--- config.mk ---
export PLATFORM = sky130hd
export DESIGN_NAME = shift_issue_queue
export DESIGN_NICKNAME = d
export VERILOG_FILES = /design/src/rtl/shift_issue_queue.sv
export SDC_FILE = /design/constraint.sdc
export NUM_CORES = 1
export LEC_CHECK = 0
export CAP_MARGIN = 5
export CORE_MARGIN = 2
export CORE_UTILIZATION = 50
export DETAILED_ROUTE_END_ITERATION = 10
export GPL_ROUTABILITY_DRIVEN = 1
export GPL_TIMING_DRIVEN = 0
export HOLD_SLACK_MARGIN = 0.08
export PLACE_DENSITY = 0.83
export SYNTH_ARGS = -nofsm -noshare
export SYNTH_HDL_FRONTEND = slang
export SYNTH_SLANG_ARGS = --single-unit
export TNS_END_PERCENT = 1
--- constraint.sdc ---
create_clock -name clk -period 7.2 [get_ports clk]
set_clock_uncertainty 0.15 [all_clocks]
set_input_delay 1.44 -clock clk [delete_from_list [all_inputs] [get_ports clk]]
set_output_delay 1.44 -clock clk [all_outputs]
set_load 0.02 [all_outputs]
--- src/rtl/shift_issue_queue.sv ---
// Two-entry issue queue in front of a MIPS shifter stage.
// Decodes shift instructions (sll/srl/rotr/sra/sllv/srlv/rotrv/srav) into
// {data, count, op, rd} entries; anything else is dropped and counted.
module shift_issue_queue #(
    parameter int         DATA_WIDTH = 32,
    parameter int         ADDR_WIDTH = 5,
    parameter logic [1:0] lo_l       = 2'd0,
    parameter logic [1:0] lo_r       = 2'd1,
    parameter logic [1:0] al_r       = 2'd2,
    parameter logic [1:0] ci_r       = 2'd3
) (
    input  logic                  clk,
    input  logic                  rst,
    input  logic                  in_valid,
    output logic                  in_ready,
    input  logic [31:0]           instr,
    input  logic [DATA_WIDTH-1:0] rs_val,
    input  logic [DATA_WIDTH-1:0] rt_val,
    output logic                  out_valid,
    input  logic                  out_ready,
    output logic [DATA_WIDTH-1:0] out_data,
    output logic [ADDR_WIDTH-1:0] out_count,
    output logic [1:0]            out_op,
    output logic [ADDR_WIDTH-1:0] out_rd,
    output logic                  illegal_pulse,
    output logic [7:0]            illegal_cnt
);

    logic                  dec_legal;
    logic [1:0]            dec_op;
    logic [ADDR_WIDTH-1:0] dec_count;
    logic [ADDR_WIDTH-1:0] dec_rd;

    logic [DATA_WIDTH-1:0] data_mem  [2];
    logic [ADDR_WIDTH-1:0] count_mem [2];
    logic [1:0]            op_mem    [2];
    logic [ADDR_WIDTH-1:0] rd_mem    [2];

    logic [1:0] occ;
    logic       wr_ptr;
    logic       rd_ptr;
    logic       accept;
    logic       push;
    logic       pop;

    // Instruction fields that never influence the decode; collected so they read as intentionally unused.
    logic unused_bits;
    assign unused_bits = ^{instr[25:22], instr[20:16], rs_val[DATA_WIDTH-1:5]};

    // Decode the instruction into shifter op and shift amount; only SPECIAL-opcode shift functs are legal.
    always_comb begin
        dec_legal = 1'b0;
        dec_op    = lo_l;
        dec_count = '0;
        dec_rd    = ADDR_WIDTH'(instr[15:11]);
        if (instr[31:26] == 6'd0) begin
            case (instr[5:0])
                6'b000000: begin
                    dec_legal = 1'b1;
                    dec_op    = lo_l;
                    dec_count = ADDR_WIDTH'(instr[10:6]);
                end
                6'b000010: begin
                    dec_legal = 1'b1;
                    dec_op    = instr[21] ? ci_r : lo_r;
                    dec_count = ADDR_WIDTH'(instr[10:6]);
                end
                6'b000011: begin
                    dec_legal = 1'b1;
                    dec_op    = al_r;
                    dec_count = ADDR_WIDTH'(instr[10:6]);
                end
                6'b000100: begin
                    dec_legal = 1'b1;
                    dec_op    = lo_l;
                    dec_count = ADDR_WIDTH'(rs_val[4:0]);
                end
                6'b000110: begin
                    dec_legal = 1'b1;
                    dec_op    = instr[6] ? ci_r : lo_r;
                    dec_count = ADDR_WIDTH'(rs_val[4:0]);
                end
                6'b000111: begin
                    dec_legal = 1'b1;
                    dec_op    = al_r;
                    dec_count = ADDR_WIDTH'(rs_val[4:0]);
                end
                default: dec_legal = 1'b0;
            endcase
        end
    end

    // Handshakes: illegal instructions still take an accept slot but never write storage.
    assign in_ready  = (occ != 2'd2) && !rst;
    assign out_valid = (occ != 2'd0);
    assign accept    = in_valid && in_ready;
    assign push      = accept && dec_legal;
    assign pop       = out_valid && out_ready;

    // Head entry is presented directly; an empty queue shows all zeros.
    assign out_data  = out_valid ? data_mem[rd_ptr]  : '0;
    assign out_count = out_valid ? count_mem[rd_ptr] : '0;
    assign out_op    = out_valid ? op_mem[rd_ptr]    : '0;
    assign out_rd    = out_valid ? rd_mem[rd_ptr]    : '0;

    // FIFO storage, pointers and occupancy; pop and push on the same edge keep occupancy unchanged.
    always_ff @(posedge clk or posedge rst) begin
        if (rst) begin
            occ    <= 2'd0;
            wr_ptr <= 1'b0;
            rd_ptr <= 1'b0;
            for (int i = 0; i < 2; i++) begin
                data_mem[i]  <= '0;
                count_mem[i] <= '0;
                op_mem[i]    <= '0;
                rd_mem[i]    <= '0;
            end
        end else begin
            if (push) begin
                data_mem[wr_ptr]  <= rt_val;
                count_mem[wr_ptr] <= dec_count;
                op_mem[wr_ptr]    <= dec_op;
                rd_mem[wr_ptr]    <= dec_rd;
                wr_ptr            <= ~wr_ptr;
            end
            if (pop) begin
                rd_ptr <= ~rd_ptr;
            end
            occ <= occ + {1'b0, push} - {1'b0, pop};
        end
    end

    // Rejected-instruction flag (one cycle after acceptance) and saturating rejection counter.
    always_ff @(posedge clk or posedge rst) begin
        if (rst) begin
            illegal_pulse <= 1'b0;
            illegal_cnt   <= 8'd0;
        end else begin
            illegal_pulse <= accept && !dec_legal;
            if (accept && !dec_legal && (illegal_cnt != 8'hFF)) begin
                illegal_cnt <= illegal_cnt + 8'd1;
            end
        end
    end

endmodule

==> impl_metrics.json, run 1 <==
{
  "status": "complete, no violations",
  "drtPass1Iterations": 4,
  "placed_area_um2": 6190,
  "ctsResizeCount": 0,
  "n_antenna_cell": 0,
  "grt_pass1_vias": 3484,
  "ys_ff_latch": 101,
  "drtIter0Drc": 101,
  "finalHoldViolCount": 0,
  "vias": 3327,
  "hpwl_um": 7380,
  "grt_max_degree": 69,
  "critPathLaunchType": "input pin",
  "grt_usage_pct": 20.8,
  "reg2regPathDepth": 8,
  "path_clk_slew_ns": 0.08,
  "cts_hold_buf": 0,
  "final_area_um2": 6380,
  "worstMarginPinSlew_ns": 0.805,
  "required_ns": 5.61,
  "rsz0062_at_grt": "false",
  "max-vdd-ir-drop_uv": 198,
  "grt_overflow": 0,
  "cts_buffer_depth": 2,
  "synth.distinct_cells": 33,
  "yosysWarnings": 0,
  "final_util_pct": 68.7,
  "wl_per_cell_um": 16.3,
  "std_cell_rows": 35,
  "die-area_um2": 10400,
  "root_buffer": "clkbuf_8",
  "via_per_inst": 5.26,
  "critPathKind": "in2out",
  "min_from": "data_mem[63]",
  "fmax_mhz": 224,
  "wl_met2_um": 4960,
  "htree_levels": 3,
  "grt_pass1_wl_um": 16700,
  "start_util_pct": 52.0,
  "wl_met3_um": 659,
  "top_layer": "met4",
  "netlist_instances": 370,
  "io_buffers": 117,
  "tritoncts": "done",
  "critPathLaunch": "rst",
  "setup-violations-final": 0,
  "hold_path_class": "reg2reg",
  "tns_ns": 0,
  "post_cts_buffers": 0,
  "clock-sinks": 101,
  "p_per_area_nw_per_um2": 222,
  "min_period_over_period_pct": 62.0,
  "place_ws_ns": 2.74,
  "timing.rr.start": "occ[1]",
  "finalWirelength_um": 10300,
  "slew_headroom_pct": 46.3,
  "slew_viol_final": 0,
  "antenna_left": 0,
  "drt_drc_violations_left": 0,
  "place_inst": 617,
  "critPathCapture": "in_ready",
  "final_cell_mix": "clkdlybuf4s50_1, dfrtp_1, mux2_2",
  "die_x_um": 102,
  "timing.rr.end": "occ[1]",
  "ioPinCount": 155,
  "power_mw": 1.42,
  "gp_congestion": 0.847,
  "synth_fp_nets": 473,
  "drive_gt1_share_pct": 23.4,
  "fin_ws_ns": 2.73,
  "layoutNonFillerInstCount": 633,
  "area_growth_pct": 32.2,
  "cp.arrival_ns": 2.88,
  "yosysSeqAreaShare_pct": 52.4,
  "cp-end-kind": "output port",
  "core_um2": 9280,
  "min_period_ns": 4.47,
  "wl_met1_um": 4570,
  "antenna_found_initial": 0,
  "path_max_fanout": 3,
  "synth.avg_cell_area_um2": 13.0,
  "maxCapViolations": 0,
  "synth_area_um2": 4820,
  "fin_nets": 602,
  "regToRegSetupSlack_ns": 4.87,
  "fin_hold_ws_ns": 0.361,
  "power.leakage_nw": 3.14,
  "layout_commonest_cell": "clkdlybuf4s50_1",
  "numCtsBuffers": 9,
  "dieHeight_um": 102,
  "insertion_delay_ns": 0.36
}
[routing by layer]
| metal | global-route usage, % | vias to the layer above |
|---|---|---|
| met5 | 0 | - |
| met1 | 26.6 | 1677 |
| li1 | - | 1546 |
| met4 | 4.31 | 0 |
| met2 | 34.9 | 95 |
| met3 | 6.91 | 9 |
[power breakdown]
group	switching, mW	total (mW)	internal, mW	leakage, nW
clock network	0.191	0.351	0.160	0.0923
logic	0.241	0.431	0.190	1.67
registers	0.0353	0.634	0.598	1.38
[final cells by class]
class,instances,area [µm²]
inverters,8,32.5
clock inverters,6,63.8
repair buffers,118,1200
plain buffers,21,121
well taps,129,161
flip-flops and latches,101,2530
multi-input cells,240,2140
clock buffers,10,128
fillers,700,2910
[synthesized netlist by cell type (all sizes together)]
master   instances  share of area [%]
mux2            87                 22
clkbuf           8               0.62
nor2b            1               0.13
o2111ai          1               0.54
or3              1               0.13
nand3            2               0.21
o21ai            4               0.42
o2111a           1               0.23
and3             1               0.13
nand3b           1               0.16
mux2i           52                 11
ha               3               0.78
nor4             5               0.96
nand4            5               0.96
a311oi           1               0.18
xor2             5               0.91
and2             2               0.26
buf             13                1.9
o31ai            3               0.47
xnor2            3               0.54
nor3             4               0.52
nor2            54                4.2
dfrtp          101                 52
inv              8               0.62
nand2            4               0.31
[flip-flops by register name, summed over array words and instances, names as in the netlist]
name / flops
data_mem: 64
occ: 2
wr_ptr: 1
rd_ptr: 1
count_mem: 10
rd_mem: 10
op_mem: 4
illegal_pulse: 1
illegal_cnt: 8
[logic make-up (layout without fill, tap and decap cells)]
logic type                 after synthesis  after routing  synth area share, %
AOI/OAI and AO/OA                       10             10                 1.84
xor gates and xnor gates                 8              8                 1.45
adders and majority gates                3              3                0.778
buffers and inverters                   29            163                 3.14
DFF                                    101            101                 52.4
muxes                                  139            139                 32.4
and+or+nand+nor                         80             80                 7.96
[how the worst min path moves through the flow]
| stage | to | cells past startpoint |
|---|---|---|
| 2_1_floorplan | occ[1] | 1 |
| 4_1_cts | data_mem[13] | 1 |
| 3_5_place_dp | data_mem[8] | 1 |
| 6_report | data_mem[63] | 1 |
| 5_1_grt | data_mem[63] | 1 |
| 3_3_place_gp | occ[1] | 1 |
[critical path: stages]
cell	delay [ns]
clkdlybuf4s50_1	0.46
nor2_1	0.28
clkdlybuf4s50_1	0.69
Note: power is estimated with default switching activity, not from simulation.
==> run 2: changes to the inputs <==
--- a/config.mk
+++ b/config.mk
@@ -7,12 +7,12 @@
 export LEC_CHECK = 0
 export CAP_MARGIN = 5
 export CORE_MARGIN = 2
-export CORE_UTILIZATION = 50
+export CORE_UTILIZATION = 47
 export DETAILED_ROUTE_END_ITERATION = 10
 export GPL_ROUTABILITY_DRIVEN = 1
 export GPL_TIMING_DRIVEN = 0
 export HOLD_SLACK_MARGIN = 0.08
-export PLACE_DENSITY = 0.83
+export PLACE_DENSITY = 0.78
 export SYNTH_ARGS = -nofsm -noshare
 export SYNTH_HDL_FRONTEND = slang
 export SYNTH_SLANG_ARGS = --single-unit
==> constraint.sdc (replaced) <==
create_clock -name clk -period 4.6 [get_ports clk]
set_clock_uncertainty 0.15 [all_clocks]
set_input_delay 0.92 -clock clk [delete_from_list [all_inputs] [get_ports clk]]
set_output_delay 0.92 -clock clk [all_outputs]
set_load 0.02 [all_outputs]
==> run 2 against run 1 <==
  * Sequential cell count unchanged
  * Via count fell by 0.42%
  * First-iteration DRC count is 35% lower
  * Worst hold slack got worse by 0.0018 ns
  * Combinational power is 56% higher
  * Total power up 59%
  * Core utilization fell by 3.7 points
  * Largest cell class unchanged
  * Sequential share of layout area is 0.19 points lower
  * Critical endpoint is now out_data[30]
  * Critical path type is now reg2out
==> impl_metrics.json, run 2 (synthesis gave the netlist of run 1 again) <==
{
  "largest_register": "data_mem",
  "setup-violations-final": 0,
  "reg_top3": "data_mem x64, count_mem x10, rd_mem x10",
  "cp-end-kind": "output port",
  "numCtsBuffers": 9,
  "area_growth_pct": 32.8,
  "slew_viol_final": 0,
  "grt_max_degree": 39,
  "min_path_cells": 1,
  "hpwl_um": 7480,
  "fin_hold_ws_ns": 0.360,
  "htree_levels": 3,
  "rsz0062_at_grt": "false",
  "critPathLaunchType": "register",
  "cp.arrival_ns": 2.75,
  "place_ws_ns": 0.572,
  "clock-sinks": 101,
  "ioPinCount": 155,
  "fin_nets": 603,
  "grt_usage_pct": 19.8,
  "via_per_inst": 5.21,
  "io_buffers": 117,
  "fmax_mhz": 261,
  "ctsResizeCount": 0,
  "min_period_ns": 3.82,
  "status": "complete, no violations",
  "drtPass1Iterations": 4,
  "post_cts_buffers": 0,
  "power.leakage_nw": 3.15,
  "n_antenna_cell": 0,
  "hold_path_class": "reg2reg",
  "fin_ws_ns": 0.776,
  "cts_hold_buf": 0,
  "worstMarginPinSlew_ns": 0.805,
  "finalWirelength_um": 10300,
  "required_ns": 3.53,
  "fillerInstances": 750,
  "insertion_delay_ns": 0.35,
  "path_clk_slew_ns": 0.09,
  "final_cell_mix": "clkdlybuf4s50_1, dfrtp_1, mux2_2",
  "die_x_um": 105,
  "antenna_left": 0,
  "largest_reg_flops": 64,
  "antenna_found_initial": 0,
  "root_buffer": "clkbuf_8",
  "slew_headroom_pct": 46.3,
  "path_max_fanout": 10,
  "maxCapViolations": 0,
  "drive_gt1_share_pct": 23.3,
  "layout_commonest_cell": "clkdlybuf4s50_1",
  "start_util_pct": 48.9,
  "drt_drc_violations_left": 0,
  "die-area_um2": 11100,
  "p_per_area_nw_per_um2": 352,
  "wl_per_cell_um": 16.2,
  "max-vdd-ir-drop_uv": 334,
  "core_um2": 9860,
  "critPathKind": "reg2out",
  "min_period_over_period_pct": 83.1,
  "reg2regPathDepth": 8,
  "grt_pass1_wl_um": 17500,
  "drtIter0Drc": 66,
  "gp_congestion": 0.796,
  "tritoncts": "done",
  "grt_overflow": 0,
  "cts_buffer_depth": 2,
  "finalHoldViolCount": 0,
  "std_cell_rows": 36,
  "dieHeight_um": 105,
  "vias": 3313,
  "tns_ns": 0,
  "grt_pass1_vias": 3537
}
run 2: cell types whose count changed in the layout (fill, tap and decap cells not counted), sizes merged:
cell | previous run | this run
buf | 14 | 15
clkinv | 3 | 0
clkinvlp | 2 | 3
bufinv | 1 | 2
inv | 8 | 7
run 2: path summary, 6_finish.rpt:
check / from / end / slack [ns]
setup / recovery: rd_ptr / out_data[30] / 0.78
hold / removal: occ[1] / occ[1] / 0.36
setup reg to reg: occ[1] / occ[1] / 2.33
hold reg to reg: occ[1] / occ[1] / 0.36
max in group asynchronous: rst / illegal_cnt[3] / 2.54
min in group asynchronous: rst / illegal_cnt[1] / 0.91
run 2: cell type report:
type,instances,area [µm²],area share [%]
Timing Repair Buffer,119,1210,18.9
Multi-Input combinational cell,240,2140,33.5
Clock inverter,4,75.1,1.17
Inverter,8,33.8,0.527
Clock buffer,10,128,1.99
Buffer,21,121,1.89
Tap cell,133,166,2.60
Sequential cell,101,2530,39.4
run 2: worst max-delay path: stages (launching register included):
cell and delay (ns):
dfrtp_1 0.33, clkbuf_1 0.42, clkbuf_1 0.66, mux2i_1 0.21, nor2_1 0.16, clkdlybuf4s50_1 0.63
run 2: metrics by stage:
| step | cell area [µm²] | std cells | power [mW] | util [%] |
|---|---|---|---|---|
| after floorplan | 4830 | 370 | 1.40 | - |
| after global placement | 6160 | 620 | 1.68 | 62.5 |
| after detailed placement | 6200 | 622 | 1.69 | 62.9 |
| after CTS | 6410 | 636 | 2.28 | 65.0 |
| after global routing | 6410 | 636 | 2.37 | 65.0 |
| final | 6410 | 636 | 2.25 | 65.0 |
run 2: power by group:
part           internal (mW)  switching (mW)  total, mW
Clock                  0.301           0.288      0.589
Combinational          0.298           0.375      0.674
Sequential             0.937          0.0535      0.990
run 2: routing by layer:
metal | vias up | wire length (µm) | global-route usage, %
li1 | 1550 | - | -
met1 | 1656 | 4750 | 26.1
met2 | 96 | 4820 | 32.2
met3 | 11 | 675 | 5.13
met4 | 0 | 82 | 5.81
met5 | - | 0 | 0
